`src/rtl/mem_access_unit_pkg.sv`:
```
// Shared definitions for the MEM-stage load/store engine: funct3 encodings,
// FSM states and the lane/alignment helpers used at issue time.
package mem_access_unit_pkg;

  localparam logic [2:0] F3_B  = 3'b000;
  localparam logic [2:0] F3_H  = 3'b001;
  localparam logic [2:0] F3_W  = 3'b010;
  localparam logic [2:0] F3_BU = 3'b100;
  localparam logic [2:0] F3_HU = 3'b101;

  typedef enum logic [1:0] {
    ST_IDLE,
    ST_WAIT,
    ST_DONE
  } mau_state_e;

  // Any encoding that is not a byte or halfword access behaves as a word.
  function automatic logic is_aligned(input logic [2:0] f3, input logic [1:0] off);
    case (f3)
      F3_B, F3_BU: return 1'b1;
      F3_H, F3_HU: return ~off[0];
      default:     return (off == 2'b00);
    endcase
  endfunction

  function automatic logic [3:0] byte_enable(input logic [2:0] f3, input logic [1:0] off);
    case (f3)
      F3_B, F3_BU: return 4'b0001 << off;
      F3_H, F3_HU: return 4'b0011 << off;
      default:     return 4'b1111;
    endcase
  endfunction

  // Replicating the low byte/half puts it on every lane; byte enables pick the live one.
  function automatic logic [31:0] store_lanes(input logic [2:0] f3, input logic [31:0] data);
    case (f3)
      F3_B, F3_BU: return {4{data[7:0]}};
      F3_H, F3_HU: return {2{data[15:0]}};
      default:     return data;
    endcase
  endfunction

endpackage

```
`src/rtl/mem_access_unit_load_formatter.sv`:
```
// Picks the addressed byte/halfword out of a bus word and sign- or
// zero-extends it; purely combinational so other refill paths can share it.
module load_formatter
  import mem_access_unit_pkg::*;
(
  input  logic [31:0] rdata,
  input  logic [1:0]  offset,
  input  logic [2:0]  funct3,
  output logic [31:0] load_data
);

  logic [31:0] shifted;
  logic [7:0]  byte_sel;
  logic [15:0] half_sel;

  always_comb begin
    shifted   = rdata >> {offset, 3'b000};
    byte_sel  = shifted[7:0];
    half_sel  = offset[1] ? rdata[31:16] : rdata[15:0];
    load_data = rdata;
    case (funct3)
      F3_B:    load_data = {{24{byte_sel[7]}}, byte_sel};
      F3_BU:   load_data = {24'h0, byte_sel};
      F3_H:    load_data = {{16{half_sel[15]}}, half_sel};
      F3_HU:   load_data = {16'h0, half_sel};
      default: load_data = rdata;
    endcase
  end

endmodule

```
`src/rtl/mem_access_unit.sv`:
```
// MEM-stage load/store engine: issues one word-aligned bus request per memory
// op, stalls the pipeline until the handshake completes and formats load data.
module mem_access_unit
  import mem_access_unit_pkg::*;
#(
  parameter int TIMEOUT = 255,
  parameter int CNT_W   = 8
) (
  input  logic        clk,
  input  logic        reset_n,
  input  logic        ex_valid,
  input  logic        ex_mem_read,
  input  logic        ex_mem_write,
  input  logic [2:0]  ex_funct3,
  input  logic [31:0] ex_addr,
  input  logic [31:0] ex_store_data,
  output logic        mem_req,
  output logic        mem_we,
  output logic [31:0] mem_addr,
  output logic [3:0]  mem_be,
  output logic [31:0] mem_wdata,
  input  logic        mem_ready,
  input  logic [31:0] mem_rdata,
  output logic [31:0] load_data,
  output logic        stall,
  output logic        wb_wren,
  output logic        misaligned,
  output logic        bus_error
);

  localparam logic [CNT_W-1:0] TO_LAST = CNT_W'(TIMEOUT - 1);

  mau_state_e       state, next_state;
  logic [CNT_W-1:0] wait_cnt;
  logic [1:0]       offset_q;
  logic [2:0]       funct3_q;
  logic             op;
  logic             aligned;
  logic             timeout_hit;
  logic [31:0]      fmt_data;

  assign op      = ex_valid & (ex_mem_read | ex_mem_write);
  assign aligned = is_aligned(ex_funct3, ex_addr[1:0]);
  assign wb_wren = ~stall;

  // Offset/funct3 come from the values latched at issue, not the live EX/MEM ones.
  load_formatter u_load_formatter (
    .rdata     (mem_rdata),
    .offset    (offset_q),
    .funct3    (funct3_q),
    .load_data (fmt_data)
  );

  always_ff @(posedge clk or negedge reset_n) begin
    if (!reset_n) state <= ST_IDLE;
    else          state <= next_state;
  end

  always_comb begin
    next_state  = state;
    stall       = 1'b0;
    timeout_hit = 1'b0;
    case (state)
      ST_IDLE: begin
        stall = op;
        if (op) next_state = aligned ? ST_WAIT : ST_DONE;
      end
      ST_WAIT: begin
        stall       = 1'b1;
        timeout_hit = (TIMEOUT != 0) && !mem_ready && (wait_cnt == TO_LAST);
        if (mem_ready || timeout_hit) next_state = ST_DONE;
      end
      ST_DONE: next_state = ST_IDLE;
      default: next_state = ST_IDLE;
    endcase
  end

  // Error flags default low so each one is a single-cycle pulse into DONE.
  always_ff @(posedge clk or negedge reset_n) begin
    if (!reset_n) begin
      mem_req    <= 1'b0;
      mem_we     <= 1'b0;
      mem_addr   <= '0;
      mem_be     <= '0;
      mem_wdata  <= '0;
      load_data  <= '0;
      misaligned <= 1'b0;
      bus_error  <= 1'b0;
      wait_cnt   <= '0;
      offset_q   <= '0;
      funct3_q   <= '0;
    end else begin
      misaligned <= 1'b0;
      bus_error  <= 1'b0;
      case (state)
        ST_IDLE: begin
          if (op && aligned) begin
            mem_req   <= 1'b1;
            mem_we    <= ex_mem_write & ~ex_mem_read;
            mem_addr  <= {ex_addr[31:2], 2'b00};
            mem_be    <= byte_enable(ex_funct3, ex_addr[1:0]);
            mem_wdata <= store_lanes(ex_funct3, ex_store_data);
            offset_q  <= ex_addr[1:0];
            funct3_q  <= ex_funct3;
            wait_cnt  <= '0;
          end else if (op) begin
            misaligned <= 1'b1;
            load_data  <= '0;
          end
        end
        ST_WAIT: begin
          if (mem_ready) begin
            mem_req <= 1'b0;
            if (!mem_we) load_data <= fmt_data;
          end else if (timeout_hit) begin
            mem_req   <= 1'b0;
            bus_error <= 1'b1;
            load_data <= '0;
          end else begin
            wait_cnt <= wait_cnt + 1'b1;
          end
        end
        ST_DONE: wait_cnt <= '0;
        default: wait_cnt <= '0;
      endcase
    end
  end

endmodule

```
`config.mk`:
```
export PLATFORM = sky130hd
export DESIGN_NAME = mem_access_unit
export DESIGN_NICKNAME = d
export VERILOG_FILES = /design/src/rtl/mem_access_unit_pkg.sv /design/src/rtl/mem_access_unit_load_formatter.sv /design/src/rtl/mem_access_unit.sv
export SDC_FILE = /design/constraint.sdc
export NUM_CORES = 1
export LEC_CHECK = 0
export ABC_AREA = 0
export CAP_MARGIN = 20
export CORE_ASPECT_RATIO = 1.4
export CORE_MARGIN = 3
export CORE_UTILIZATION = 30
export CTS_BUF_LIST = sky130_fd_sc_hd__clkbuf_2 sky130_fd_sc_hd__clkbuf_4 sky130_fd_sc_hd__clkbuf_8
export DETAILED_ROUTE_END_ITERATION = 10
export REMOVE_ABC_BUFFERS = 1
export SLEW_MARGIN = 20
export SYNTH_ARGS = -nofsm -noshare
export SYNTH_HDL_FRONTEND = slang
export SYNTH_SLANG_ARGS = --single-unit
```
`constraint.sdc`:
```
create_clock -name clk -period 1.65 [get_ports clk]
set_input_delay 0.4125 -clock clk [delete_from_list [all_inputs] [get_ports clk]]
set_output_delay 0.4125 -clock clk [all_outputs]
set_load 0.03 [all_outputs]
```
==> metrics list <==
- Final critical-path share of the clock period: 1.04
* Grt peak-use layer: met2
- Area Overhead vs Synth: 56.3%
- Of the cells placed in the final design, the portion with a size suffix greater than 1 is 0.198.
- The detailed router finished its first iteration with around 190 violations.
* Mean Syn Cell Area: 9.26 sq um
* Vias in the first global route: approximately 5,300
* Detailed-route DRC error count: 0
- Of the synthesized area, sequential elements account for 0.523.
* Maximum clock frequency: 585 MHz
- The max-slew violation count came to 0.
- The number of different library cells used by synthesis comes to slightly below 60.
- Buffers placed on the I/O ports in this run total approximately 210.
- Number of setup violations in the final report: 10
- CP max-delay cell: dlygate4sd2_1
- In this design, the stage delay of the slowest critical-path cell is around 0.25 ns.
- For met1 alone, demand over resource in global routing was 0.202.
- VDD IR max: a little under 0.7 mV
* Largest area contributor in the synthesized netlist: dfrtp_1
* Length of the first detailed-routing pass in iterations: 4
- Buffer type at the clock tree root: clkbuf_8
- The routed design could run at a clock period as short as 1.71 ns.
* WP buf/inv: 3
- The number of antenna diodes in the final layout is 0.
* M2 GR Usage: 0.294
* Multi-input logic area: about 2600 sq um
- Across the whole layout, storage elements account for between 2000 and 3000 sq um.
- After the last flow step, the layout net total stands at 966.
- Detailed placement HPWL: between 10,000 and 15,000 um
* Cell types with the largest area share after synthesis: dfrtp_1, nand2_1, mux2i_1
* Maximum fanout count along the critical path: 3
- Area of the die: about 20,000 sq um
- The worst hold path belongs to the class primary input to asynchronous set/reset pin.
- Hold WS: 0.340 ns
- Synthesis handed over a netlist of slightly above 600 instances.
- Setup clock skew after layout: about 0.011 ns
* Category of the worst setup path capture point: output pin
- Synth async-reset ratio: 1.00
* Critical path origin: ex_mem_write
- In the global route stage, met3 resource usage came out at 0.0632.
- Detail-routed via count per cell: 4.60
- Clock latency on the worst-skew pair, taken at its later pin, is about 0.43 ns.
- Depth of the CTS H-tree: 4
* Arrival time at the worst endpoint: approximately 1.3 ns
* Clock net sink count: around 120
- After synthesis the cells add up to between 5000 and 6000 sq um.
* Worst Path Class, Setup: primary input to output pin
- The core region is between 15,000 and 20,000 sq um.
* Chip height: about 170 um
- EDFF count, synth: 0
- Number of clock buffers inserted by TritonCTS: 17
* Warnings from Yosys: 0
- Number of top-level pins: ~210
- Data on the critical path is required at its endpoint by about 1.2 ns.
* Failing checks: negative setup slack
* Total number of vias: ~5,100
* Most used DFF post-synth: dfrtp_1
- Areal power density over the cells: roughly 1500 nW/um^2
- Per-cell routed wire length: roughly 16 um
* Wire length after detailed routing: 17,300 um
* Overall routing resource usage: 0.172
- After global routing the overflow that remains totals 0.
- Of the post-synthesis cell area, the dominant cell type holds 0.523.
- The initial antenna violation count was 0.
* Launching point of the worst reg2reg path: wait_cnt[0]$_DFFE_PN0P_
* Post-synthesis register bit count: roughly 120
- The initial utilization of the core area, before any placement, comes to 0.309.
- Number of antenna-violating nets in the routed design: 0
- Unrepaired setup endpoints after global routing: true
- TritonCTS clock tree: done
- In this design, the largest share of critical-path delay is due to buffers and inverters.
- Total of max-cap violations: 0
- STA classifies the critical path startpoint as a primary input.
* Maximum clock path buffer count: 2
* Fillers: between 1,500 and 2,000
- The first global-routing pass estimated about 28,000 um of wire.
- Result of the run: finished with violations
- CP Cell Sequence: dlygate4sd2_1 -> o21a_4 -> o21bai_4 -> buf_6 -> buf_12
- Smallest setup slack after layout: -0.0589 ns
- In this run the core area contains 58 standard-cell rows.
- In this run the static leakage power is slightly above 0.004 uW.
- Clock transition time at the flip-flop clock pins of the worst setup and hold paths: around 0.070 ns
* Placer Congestion: between 0.7 and 0.8
* Final Hold Fails: 0
* Horizontal extent of the die: between 100 and 150 um
- Timing analysis after detailed placement gives a worst setup slack of -0.453 ns.
- Largest net degree at the start of global routing: 65
==> stage by stage <==
step | setup TNS (ns) | power (uW) | instances | util | instance area, sq um
2_1_floorplan | -108.02 | 7400 | 566 | - | 5410
3_3_place_gp | -37.72 | 10400 | 1071 | 0.459 | 8330
3_5_place_dp | -39.57 | 10400 | 1071 | 0.459 | 8330
4_1_cts | -0.107 | 12900 | 1109 | 0.486 | 8810
5_1_grt | -2.54 | 13500 | 1112 | 0.483 | 8750
6_report | -0.161 | 12700 | 1112 | 0.483 | 8750
==> metal layers <==
layer / vias to the layer above / share of wire
met5: - / 0
met4: 0 / 0.010
met3: 15 / 0.078
met2: 160 / 0.50
met1: 2386 / 0.41
li1: 2555 / -
==> layout make-up <==
class,count,area share
clock buffer,20,0.0307
clock inverter,12,0.0174
inverter,7,0.00300
multi-input combinational,442,0.292
sequential,117,0.335
tap,240,0.0343
timing repair buffer,274,0.288
==> what timing repair did <==
action | 4_1_cts | 5_1_grt
endpoints found under the setup margin | 138 | 109
setup buffers | 5 | 2
gates resized for setup | 186 | 82
gates cloned | 0 | 1
hold endpoints to repair | 37 | 0
pin swaps | 3 | 2
hold buffers | 1 | 0
==> cell usage in the layout (no fill, tap or decap), types with 3 or more instances in the layout <==
cell	count
clkdlybuf4s15_1	49
clkinvlp_4	4
nand2_1	180
dfrtp_1	114
o221ai_1	6
clkdlybuf4s50_1	99
xor2_1	3
clkbuf_8	19
clkbuf_2	34
a21oi_1	22
nor2b_1	12
nand2b_1	24
clkinv_2	3
bufinv_16	3
dlygate4sd2_1	15
buf_12	9
nand3b_1	5
nand3_1	4
mux2i_1	26
buf_4	54
o21ai_0	51
nor3b_1	3
buf_6	6
clkdlybuf4s15_2	6
dfrtp_2	3
o21ai_1	4
nor2_1	26
inv_1	6
a22o_1	21
==> cell families after synthesis <==
kind of cell               synth area share
AOI/OAI and AO/OA                     0.151
xor gates and xnor gates            0.00782
adders and majority gates           0.00447
buffers and inverters                0.0395
DFF                                   0.523
muxes                                0.0561
other                              0.000669
and+or+nand+nor                       0.217
==> cells in the mapped netlist, types with 5 or more instances <==
cell      count
clkbuf_1     20
a21oi_1      23
nor2b_1      12
buf_4         6
o221ai_1      6
dfrtp_1     117
inv_1         7
a22o_1       21
nand2_1     181
nand2b_1     24
buf_2        11
nand3b_1      5
nor2_1       28
o21ai_0      55
mux2i_1      28
==> worst register-to-register path: stages (launching register included) <==
cell and delay (ns):
dfrtp_1 0.35, inv_1 0.05, ha_2 0.18, and3_4 0.19, a211o_4 0.35, nand4b_4 0.12, buf_12 0.19, nand2_1 0.09
o21ai_1 0.09
==> state kept, by name, summed over array words and instances (netlist names) <==
register    flops
bus_error       1
funct3_q        3
load_data      32
mem_addr       30
mem_be          4
mem_req         1
mem_wdata      32
mem_we          1
misaligned      1
offset_q        2
state           2
wait_cnt        8
==> report_power, final <==
part | switching (uW) | total, uW | internal [uW] | leakage (uW)
sequential | 523 | 4260 | 3730 | 0.00150
combinational | 3460 | 5640 | 2170 | 0.00240
clock | 1220 | 2810 | 1590 | 0.000205
total | 5210 | 12700 | 7500 | 0.00411
==> worst paths after layout <==
kind | endpoint | slack, ns | depth (start not counted)
setup reg to reg | load_data[14]$_DFFE_PN0P_ | -0.01 | 8
min in group clk | misaligned$_DFF_PN0_ | 0.43 | 3
hold / removal | load_data[9]$_DFFE_PN0P_ | 0.34 | 2
setup / recovery | wb_wren | -0.06 | 5
hold reg to reg | mem_wdata[13]$_DFFE_PN0P_ | 0.47 | 2
max in group asynchronous | offset_q[1]$_DFFE_PN0P_ | 0.70 | 3
Note: power is estimated with default switching activity, not from simulation.
